$ cat config.mk
export PLATFORM = sky130hd
export DESIGN_NAME = pipelined_datapath_flat
export DESIGN_NICKNAME = d
export VERILOG_FILES = /design/src/rtl/pipelined_datapath_if.sv /design/src/rtl/pipelined_datapath.sv /design/src/flat_wrapper.sv
export SDC_FILE = /design/constraint.sdc
export NUM_CORES = 2
export LEC_CHECK = 0
export CAP_MARGIN = 20
export CELL_PAD_IN_SITES_DETAIL_PLACEMENT = 2
export CELL_PAD_IN_SITES_GLOBAL_PLACEMENT = 2
export CORE_UTILIZATION = 38
export CTS_CLUSTER_DIAMETER = 60
export CTS_CLUSTER_SIZE = 40
export DETAILED_ROUTE_END_ITERATION = 10
export GPL_TIMING_DRIVEN = 1
export HOLD_SLACK_MARGIN = 0.03
export PLACE_DENSITY = 0.73
export SETUP_SLACK_MARGIN = 0.02
export SYNTH_ARGS = -nofsm -noshare
export SYNTH_HDL_FRONTEND = slang
export SYNTH_SLANG_ARGS = --single-unit
$ cat constraint.sdc
create_clock -name clk -period 6.4 [get_ports clk]
set_input_delay 0.96 -clock clk [delete_from_list [all_inputs] [get_ports clk]]
set_output_delay 0.96 -clock clk [all_outputs]
set_load 0.1 [all_outputs]
$ cat src/rtl/pipelined_datapath_if.sv
// Instruction/control handshake, EX-stage results, load data and write-back port of pipelined_datapath.
interface pipelined_datapath_if #(
    parameter int unsigned WIDTH = 32
);
    logic             in_valid;
    logic             in_ready;
    logic [31:0]      instruction;
    logic             ALUSrc;
    logic             RegWrite;
    logic             RegDst;
    logic             MemToReg;
    logic [3:0]       ALUControl;
    logic [WIDTH-1:0] ALUResult;
    logic [WIDTH-1:0] out32;
    logic             Zero;
    logic [WIDTH-1:0] mem_rdata;
    logic             wb_valid;
    logic [4:0]       wb_addr;
    logic [WIDTH-1:0] wb_data;

    // Control unit, fetch and data memory side
    modport master (
        output in_valid, instruction, ALUSrc, RegWrite, RegDst, MemToReg, ALUControl, mem_rdata,
        input  in_ready, ALUResult, out32, Zero, wb_valid, wb_addr, wb_data
    );

    // Datapath side
    modport slave (
        input  in_valid, instruction, ALUSrc, RegWrite, RegDst, MemToReg, ALUControl, mem_rdata,
        output in_ready, ALUResult, out32, Zero, wb_valid, wb_addr, wb_data
    );
endinterface

$ cat src/rtl/pipelined_datapath.sv
// Three-stage (ID, EX, WB) register-file/ALU datapath with operand forwarding and load-use stall.
module pipelined_datapath #(
    parameter int unsigned WIDTH = 32,
    parameter int unsigned NREGS = 32
) (
    input  logic                 clk,
    input  logic                 rst,
    pipelined_datapath_if.slave  bus
);
    localparam int unsigned AW = $clog2(NREGS);

    localparam logic [3:0] ALU_AND = 4'b0000;
    localparam logic [3:0] ALU_OR  = 4'b0001;
    localparam logic [3:0] ALU_ADD = 4'b0010;
    localparam logic [3:0] ALU_SUB = 4'b0110;
    localparam logic [3:0] ALU_SLT = 4'b0111;
    localparam logic [3:0] ALU_NOR = 4'b1100;

    typedef logic [AW-1:0]    ridx_t;
    typedef logic [WIDTH-1:0] word_t;

    // Architectural state
    word_t rf [NREGS];

    // ID/EX pipeline register
    logic       ex_valid;
    logic       ex_regwrite;
    logic       ex_memtoreg;
    ridx_t      ex_dest;
    logic [3:0] ex_aluctl;
    word_t      ex_a;
    word_t      ex_b;
    word_t      ex_store;

    // EX/WB pipeline register
    logic       wb_stage_valid;
    logic       wb_regwrite;
    logic       wb_memtoreg;
    ridx_t      wb_dest;
    word_t      wb_alu;

    // ID decode
    ridx_t id_rs;
    ridx_t id_rt;
    ridx_t id_rd;
    word_t id_imm;
    word_t id_a;
    word_t id_rt_data;
    word_t id_b;
    ridx_t id_dest;

    logic  ex_fwd_ok_c;
    logic  load_use_c;
    logic  accept_c;
    word_t alu_result_c;
    logic  wb_valid_c;
    word_t wb_value_c;
    logic  unused_bits;

    assign id_rs   = bus.instruction[21 +: AW];
    assign id_rt   = bus.instruction[16 +: AW];
    assign id_rd   = bus.instruction[11 +: AW];
    assign id_imm  = WIDTH'($signed(bus.instruction[15:0]));
    assign id_b    = bus.ALUSrc ? id_imm : id_rt_data;
    assign id_dest = bus.RegDst ? id_rd : id_rt;

    // Opcode/funct are decoded upstream; only register fields and imm matter here
    assign unused_bits = ^{bus.instruction[31:26], bus.instruction[25:11]};

    // Only a non-load producer in EX can forward its ALU result
    assign ex_fwd_ok_c = ex_valid && ex_regwrite && !ex_memtoreg;

    // A load in EX cannot supply its value until WB; rt is always treated as read
    assign load_use_c = ex_valid && ex_memtoreg && ex_regwrite && (ex_dest != '0) &&
                        ((ex_dest == id_rs) || (ex_dest == id_rt));

    assign accept_c = bus.in_valid && !load_use_c;

    assign wb_valid_c = wb_stage_valid && wb_regwrite && (wb_dest != '0);
    assign wb_value_c = wb_memtoreg ? bus.mem_rdata : wb_alu;

    // rs operand: zero register, then EX forward, then WB forward, then register file
    always_comb begin
        id_a = rf[id_rs];
        if (id_rs == '0) begin
            id_a = '0;
        end else if (ex_fwd_ok_c && (ex_dest == id_rs)) begin
            id_a = alu_result_c;
        end else if (wb_valid_c && (wb_dest == id_rs)) begin
            id_a = wb_value_c;
        end
    end

    // rt operand: same priority as rs
    always_comb begin
        id_rt_data = rf[id_rt];
        if (id_rt == '0) begin
            id_rt_data = '0;
        end else if (ex_fwd_ok_c && (ex_dest == id_rt)) begin
            id_rt_data = alu_result_c;
        end else if (wb_valid_c && (wb_dest == id_rt)) begin
            id_rt_data = wb_value_c;
        end
    end

    // EX-stage ALU; undefined control codes give zero
    always_comb begin
        alu_result_c = '0;
        case (ex_aluctl)
            ALU_AND: alu_result_c = ex_a & ex_b;
            ALU_OR:  alu_result_c = ex_a | ex_b;
            ALU_ADD: alu_result_c = ex_a + ex_b;
            ALU_SUB: alu_result_c = ex_a - ex_b;
            ALU_SLT: alu_result_c = WIDTH'($signed(ex_a) < $signed(ex_b));
            ALU_NOR: alu_result_c = ~(ex_a | ex_b);
            default: alu_result_c = '0;
        endcase
    end

    // ID/EX register: load on accept, otherwise insert a bubble
    always_ff @(posedge clk or negedge rst) begin
        if (!rst) begin
            ex_valid    <= 1'b0;
            ex_regwrite <= 1'b0;
            ex_memtoreg <= 1'b0;
            ex_dest     <= '0;
            ex_aluctl   <= '0;
            ex_a        <= '0;
            ex_b        <= '0;
            ex_store    <= '0;
        end else begin
            ex_valid    <= accept_c;
            ex_regwrite <= accept_c && bus.RegWrite;
            ex_memtoreg <= accept_c && bus.MemToReg;
            if (accept_c) begin
                ex_dest   <= id_dest;
                ex_aluctl <= bus.ALUControl;
                ex_a      <= id_a;
                ex_b      <= id_b;
                ex_store  <= id_rt_data;
            end
        end
    end

    // EX/WB register: follows EX every cycle
    always_ff @(posedge clk or negedge rst) begin
        if (!rst) begin
            wb_stage_valid <= 1'b0;
            wb_regwrite    <= 1'b0;
            wb_memtoreg    <= 1'b0;
            wb_dest        <= '0;
            wb_alu         <= '0;
        end else begin
            wb_stage_valid <= ex_valid;
            wb_regwrite    <= ex_regwrite;
            wb_memtoreg    <= ex_memtoreg;
            wb_dest        <= ex_dest;
            wb_alu         <= alu_result_c;
        end
    end

    // Register file write from WB; r0 is never written
    always_ff @(posedge clk or negedge rst) begin
        if (!rst) begin
            rf <= '{default: '0};
        end else if (wb_valid_c) begin
            rf[wb_dest] <= wb_value_c;
        end
    end

    assign bus.in_ready  = !load_use_c;
    assign bus.ALUResult = alu_result_c;
    assign bus.out32     = ex_store;
    assign bus.Zero      = ex_valid && (alu_result_c == '0);
    assign bus.wb_valid  = wb_valid_c;
    assign bus.wb_addr   = 5'(wb_dest);
    assign bus.wb_data   = wb_value_c;
endmodule

$ cat src/flat_wrapper.sv
// flat-port wrapper written by rule: the top's interface ports become plain ports
module pipelined_datapath_flat 
#(
    parameter int unsigned WIDTH = 32,
    parameter int unsigned NREGS = 32
)
  (clk, rst, bus_in_valid, bus_instruction, bus_ALUSrc, bus_RegWrite, bus_RegDst, bus_MemToReg, bus_ALUControl, bus_mem_rdata, bus_in_ready, bus_ALUResult, bus_out32, bus_Zero, bus_wb_valid, bus_wb_addr, bus_wb_data);
  pipelined_datapath_if #(.WIDTH(WIDTH)) bus_i ();
  input  logic clk;
  input  logic rst;
  input wire logic [$bits(bus_i.in_valid)-1:0] bus_in_valid;
  input wire logic [$bits(bus_i.instruction)-1:0] bus_instruction;
  input wire logic [$bits(bus_i.ALUSrc)-1:0] bus_ALUSrc;
  input wire logic [$bits(bus_i.RegWrite)-1:0] bus_RegWrite;
  input wire logic [$bits(bus_i.RegDst)-1:0] bus_RegDst;
  input wire logic [$bits(bus_i.MemToReg)-1:0] bus_MemToReg;
  input wire logic [$bits(bus_i.ALUControl)-1:0] bus_ALUControl;
  input wire logic [$bits(bus_i.mem_rdata)-1:0] bus_mem_rdata;
  output wire logic [$bits(bus_i.in_ready)-1:0] bus_in_ready;
  output wire logic [$bits(bus_i.ALUResult)-1:0] bus_ALUResult;
  output wire logic [$bits(bus_i.out32)-1:0] bus_out32;
  output wire logic [$bits(bus_i.Zero)-1:0] bus_Zero;
  output wire logic [$bits(bus_i.wb_valid)-1:0] bus_wb_valid;
  output wire logic [$bits(bus_i.wb_addr)-1:0] bus_wb_addr;
  output wire logic [$bits(bus_i.wb_data)-1:0] bus_wb_data;
  assign bus_i.in_valid = bus_in_valid;
  assign bus_i.instruction = bus_instruction;
  assign bus_i.ALUSrc = bus_ALUSrc;
  assign bus_i.RegWrite = bus_RegWrite;
  assign bus_i.RegDst = bus_RegDst;
  assign bus_i.MemToReg = bus_MemToReg;
  assign bus_i.ALUControl = bus_ALUControl;
  assign bus_i.mem_rdata = bus_mem_rdata;
  assign bus_in_ready = bus_i.in_ready;
  assign bus_ALUResult = bus_i.ALUResult;
  assign bus_out32 = bus_i.out32;
  assign bus_Zero = bus_i.Zero;
  assign bus_wb_valid = bus_i.wb_valid;
  assign bus_wb_addr = bus_i.wb_addr;
  assign bus_wb_data = bus_i.wb_data;
  pipelined_datapath #(.WIDTH(WIDTH), .NREGS(NREGS)) u_core (.clk(clk), .rst(rst), .bus(bus_i));
endmodule
Word-level counts from Yosys, hierarchy flattened

Cells that the tools add are included.

Register bits after elaboration: 1172
Latch bits: 0
Output and inout port bits: 104
RAM bits: 0
Word-level logic and storage cells: 112
Memories: 0
Memory bits (read-only): 0

Bitwise gates (word level): 6
Shifts and indexed selects: 0
Add/sub/neg operators: 2
Multipliers: 0
$lt $le $gt $ge: 5
Divide/modulo/power cells: 0
Muxes and demuxes: 19
Equality and inequality tests: 9
Reduce and logical (&&, ||, !) cells: 26

Operators by type and width:

| cell                                                                          | count |
|---|---|
| 1024-bit bitwise mux                                                          | 1 |
| 32-bit two-way mux                                                            | 13 |
| 32-bit binary-select mux with 5-bit select                                    | 2 |
| 32-bit case mux with 6 select lines                                           | 1 |
| 32-bit demux with 5-bit select                                                | 1 |
| 32-bit adder                                                                  | 1 |
| 32-bit AND                                                                    | 1 |
| 32-bit zero test                                                              | 1 |
| 32-bit less-than comparator                                                   | 1 |
| 32-bit NOT                                                                    | 1 |
| 32-bit OR                                                                     | 1 |
| 32-bit subtractor                                                             | 1 |
| 5-bit equality test                                                           | 4 |
| 6-bit greater-or-equal comparator (second input constant)                     | 3 |
| 5-bit NOT with 6-bit output                                                   | 3 |
| 1-bit logical AND                                                             | 17 |
| 5-bit zero test                                                               | 2 |
| 5-bit nonzero test                                                            | 2 |
| 4-bit by 3-bit equality test with 1-bit output (second input constant)        | 2 |
| 6-bit by 1-bit less-than comparator with 1-bit output (second input constant) | 1 |
| 5-bit two-way mux                                                             | 1 |
| 4-bit by 1-bit equality test with 1-bit output (second input constant)        | 1 |
| 4-bit by 2-bit equality test with 1-bit output (second input constant)        | 1 |
| 4-bit equality test (second input constant)                                   | 1 |
| other kinds (3)                                                               | 4 |

Depth between registers and ports, before layout

Word-level depth: 8
Depth in mapped cells: 15
Mapped depth without buffers: 14

Worst setup path after synthesis

OpenSTA, ideal clock, no wires.

Path kind: flip-flop to output port
Start: register u_core.ex_b[0]
End: output bus_Zero
Stages on the path, launching flop included: 13
Data required time: 5440 ps
Setup slack: -486 ps
Arrival time: 5926 ps
Path through: dfrtp_1 > ha_1 > fa_1 > or2_1 > a2111o_1 > a31oi_1 > mux2i_1 > o2111ai_1 > or4_1 > or4_1 > nor4_1 > nand4b_1 > nor2_1

Elaborated cells on any way between the ends: 9
Classes of those cells: add/sub: 2; order compare: 1; mux: 1; bitwise: 3; reduce/logical: 2

RTL lines:

| element                                           | line                                                 | source |
|---|---|---|
| from (decl)                                       | pipelined_datapath.sv:32                             | `word_t ex_b;` |
| from (signal assigned)                            | pipelined_datapath.sv:139                            | `ex_b <= id_b;` |
| 32-bit subtractor or 32-bit adder (tied branches) | pipelined_datapath.sv:113, pipelined_datapath.sv:112 |  |
| 32-bit case mux with 6 select lines *             | pipelined_datapath.sv:109                            | `case (ex_aluctl)` |
| named net bus_ALUResult[8]                        | flat_wrapper.sv:20                                   | `output wire logic [$bits(bus_i.ALUResult)-1:0] bus_ALUResult;` |
| 32-bit zero test *                                | pipelined_datapath.sv:174                            | `assign bus.Zero = ex_valid && (alu_result_c == '0);` |
| 1-bit logical AND *                               | pipelined_datapath.sv:174                            |  |
| to (decl)                                         | flat_wrapper.sv:22                                   | `output wire logic [$bits(bus_i.Zero)-1:0] bus_Zero;` |

Mark *: on every way through the listed nets, which the timed path passes. The rest lies on a longest branch.

Worst setup path in the final report

Start: register u_core.ex_b[0]
End: output bus_Zero

Word-level cells in the longest chain between the ends: 5
Elaborated cells on any way between the ends: 9
Classes of those cells: add/sub: 2; order compare: 1; mux: 1; bitwise: 3; reduce/logical: 2

Ends and longest elaborated chain:

| element                                                   | line |
|---|---|
| branches (longest 2 deep; another with 32-bit subtractor) | -- |
| 32-bit case mux with 6 select lines *                     | pipelined_datapath.sv:109 |
| 32-bit zero test *                                        | pipelined_datapath.sv:174 |
| 1-bit logical AND *                                       | pipelined_datapath.sv:174 |

Every way passes the cells marked *.

==> qor.csv <==
metric,value,unit
max_freq,158,MHz
timing_worst_slew_pin_value,1180,ps
worst_r2r_endpoint,u_core.ex_b[0],
start_kind,flip-flop,
switching_share,38.0,%
crit_type,flip-flop to output port,
cts_buffer_depth,3,
reg2reg_depth,14,
slew_headroom,21.1,%
die-height,413,µm
ys_warn_count,0,
synthArstFlopShare,100,%
netlist_area,0.0642,mm²
nets,5918,
p_switching,9.51,mW
stdcell_count,8045,
antenna_found_initial,7,
final_cell_mix,"dfrtp_1, a21oi_1, nor2_1",
fill_cells,17050,
firstDrtPassIters,7,
final_common_cell,dfrtp_1,
antenna_left,0,
ys_types,89,
period_minus_slack,6320,ps
p_int,15.5,mW
r2r_setup_slack,1910,ps
cts-buffers-inserted,115,
die_w,413,µm
grt_pass1_vias,56101,
r2r-start,u_core.ex_b[0],
grt_overflow,0,
status,completed,
grt_use_total,30.1,%
ys_ff_latch,1172,
hold_violations,0,
htreeDepth,3,
die-area,0.171,mm²
ir_worst_vdd,0.215,mV
dp.final_hpwl,160000,µm
cts_root_buf,clkbuf_16,
clkTransAtPathRegs,70,ps
place_congestion,0.915,
crit_arrival,5360,ps
place_inst,7815,
cts_sinks,1172,
power,25.0,mW
power_density,345,mW/mm²
avgViaCountPerCell,6.30,
ys_seq_area_share,45.7,%
critPathRequiredTime,5440,ps
seqPwrFrac,39.4,%
crit_fanout,5,
coreArea,0.167,mm²
p_clk_share,29.7,%
final_area,0.0727,mm²
final_core_util,43.4,%
io-pin-count,179,
placed_area,0.0683,mm²
avgSynthCellArea,10.9,µm²
finalSetupViolCount,0,
drc,0,
maxSlewViolCount,0,
critPathCaptureType,output port,
fin_skew,26.2,ps
io_buffers,172,
routed_wl,256000,µm
initial_utilization,38.3,%
areaGrowthSynthToFinish,13.2,%
cts.hold.buffers_added,0,
comb_power_share,30.9,%
p_leak,28.4,nW
num_vias,50707,
postSynthNetCount,6046,
drtIter0Drc,3905,
ys.flop_type,dfrtp_1,
synth_cells,5864,
num_rows,150,
grt_max_degree,144,
drive_gt1_share,20.3,%
hold_ws,231,ps
wire_per_inst,31.8,µm
cts_tree,done,
drv_cap,0,
synth-edff-count,0,
clk_latency,780,ps
grt_pass1_wl,381000,µm
min_period_over_period,98.8,%
hold_path.class,primary input to async pin,
-- power by group through the flow --
stage	logic [mW]	clock network, mW	registers (mW)
floorplan	4.98	0	9.77
global placement	7.30	0	9.78
detailed placement	7.58	0	9.94
CTS	7.66	7.58	9.83
global route	8.23	7.81	10.0
finish	7.73	7.45	9.87
-- cell usage after synthesis (12+ instances only) --
cell	instances	share of area (%)
a21oi_1	654	5.1
o21ai_0	576	4.5
inv_1	139	0.81
mux4_2	634	22
clkbuf_1	485	2.8
buf_2	40	0.31
dfrtp_1	1172	46
a22oi_1	27	0.32
xnor2_1	12	0.16
nand2_1	650	3.8
xor2_1	12	0.16
o211ai_1	21	0.25
a211oi_1	65	0.76
a31oi_1	20	0.19
o22ai_1	58	0.57
nor2_1	656	3.8
o31ai_1	12	0.14
ha_1	105	2.0
buf_1	66	0.39
nor2b_1	15	0.15
nand4_1	15	0.15
nor3_1	27	0.21
a21o_1	18	0.21
nand3_1	22	0.17
a22o_1	14	0.19
mux2i_1	117	1.8
and2_1	13	0.13
-- area by class of cell --
| cell class | instances | area [µm²] | share of cell area, % |
|---|---|---|---|
| multi-input cells | 3960 | 32700 | 45.0 |
| flip-flops and latches | 1172 | 29300 | 40.4 |
| repair buffers | 347 | 3280 | 4.52 |
| clock buffers | 127 | 3010 | 4.14 |
| well taps | 2204 | 2760 | 3.80 |
| clock inverters | 92 | 1050 | 1.45 |
| inverters | 140 | 526 | 0.723 |
| diodes | 3 | 7.51 | 0.0103 |
-- metal layers --
metal,up-vias,wire length (µm),track usage [%],part of all wire (%)
met4,2,9090,10.7,3.5
met1,27652,107000,40.0,42
met5,-,13,0,0.0051
met3,442,13400,3.50,5.2
li1,21112,-,-,-
met2,1499,126000,50.8,49
-- worst max-delay path: stages (launching register included) --
cell and delay (ps):
dfrtp_2 440, ha_4 180, fa_2 410, or2_1 250
a2111o_1 490, a311o_1 450, a21oi_2 270, a31oi_4 180
o41a_1 440, a221o_1 320, a22o_4 250, nor2_1 90
or4b_4 500, nor2_4 140, buf_12 180
-- cell families (layout without fill, tap and decap cells) --
kind of cell	Yosys count	count (layout)	synth area share (%)
compound gates	1598	1598	14.1
xor+xnor	24	24	0.327
fa+ha+maj	107	107	2.11
buf+inv	732	706	4.36
flops	1172	1172	45.7
mux	756	756	24.2
other cells	0	3	0
simple gates	1475	1475	9.29
-- registers in the layout, summed over array words and instances, names as in the netlist --
signal and flops:
u_core.wb_regwrite 1, u_core.bus.wb_addr 5, u_core.rf 1024, u_core.wb_stage_valid 1, u_core.ex_valid 1, u_core.ex_dest 5
u_core.wb_memtoreg 1, u_core.wb_alu 32, u_core.ex_aluctl 4, u_core.ex_a 32, u_core.ex_b 32, u_core.ex_memtoreg 1
u_core.ex_regwrite 1, u_core.bus.out32 32
-- metrics by stage --
step                setup TNS [ps]  setup WS, ps
floorplan                        0          56.4
global placement                 0           591
detailed placement               0           496
CTS                              0          55.3
global route                 -24.0         -24.0
finish                           0          76.1
-- worst max path at each step --
stage / startpoint / end / depth (start not counted)
4_1_cts: u_core.ex_a[0] / bus_Zero / 15
3_5_place_dp: u_core.ex_b[0] / bus_Zero / 15
6_report: u_core.ex_b[0] / bus_Zero / 14
2_1_floorplan: u_core.ex_b[0] / bus_Zero / 13
3_3_place_gp: u_core.ex_b[0] / bus_Zero / 15
5_1_grt: u_core.ex_b[0] / bus_Zero / 14
-- what timing repair did --
item | 4_1_cts | 5_1_grt
pin swaps | 1 | 10
endpoints found under the setup margin | 2 | 2
hold endpoints to repair | 0 | 0
gates resized for setup | 12 | 20
buffers inserted | 1 | 5
Power figures use the tool's default switching activity.
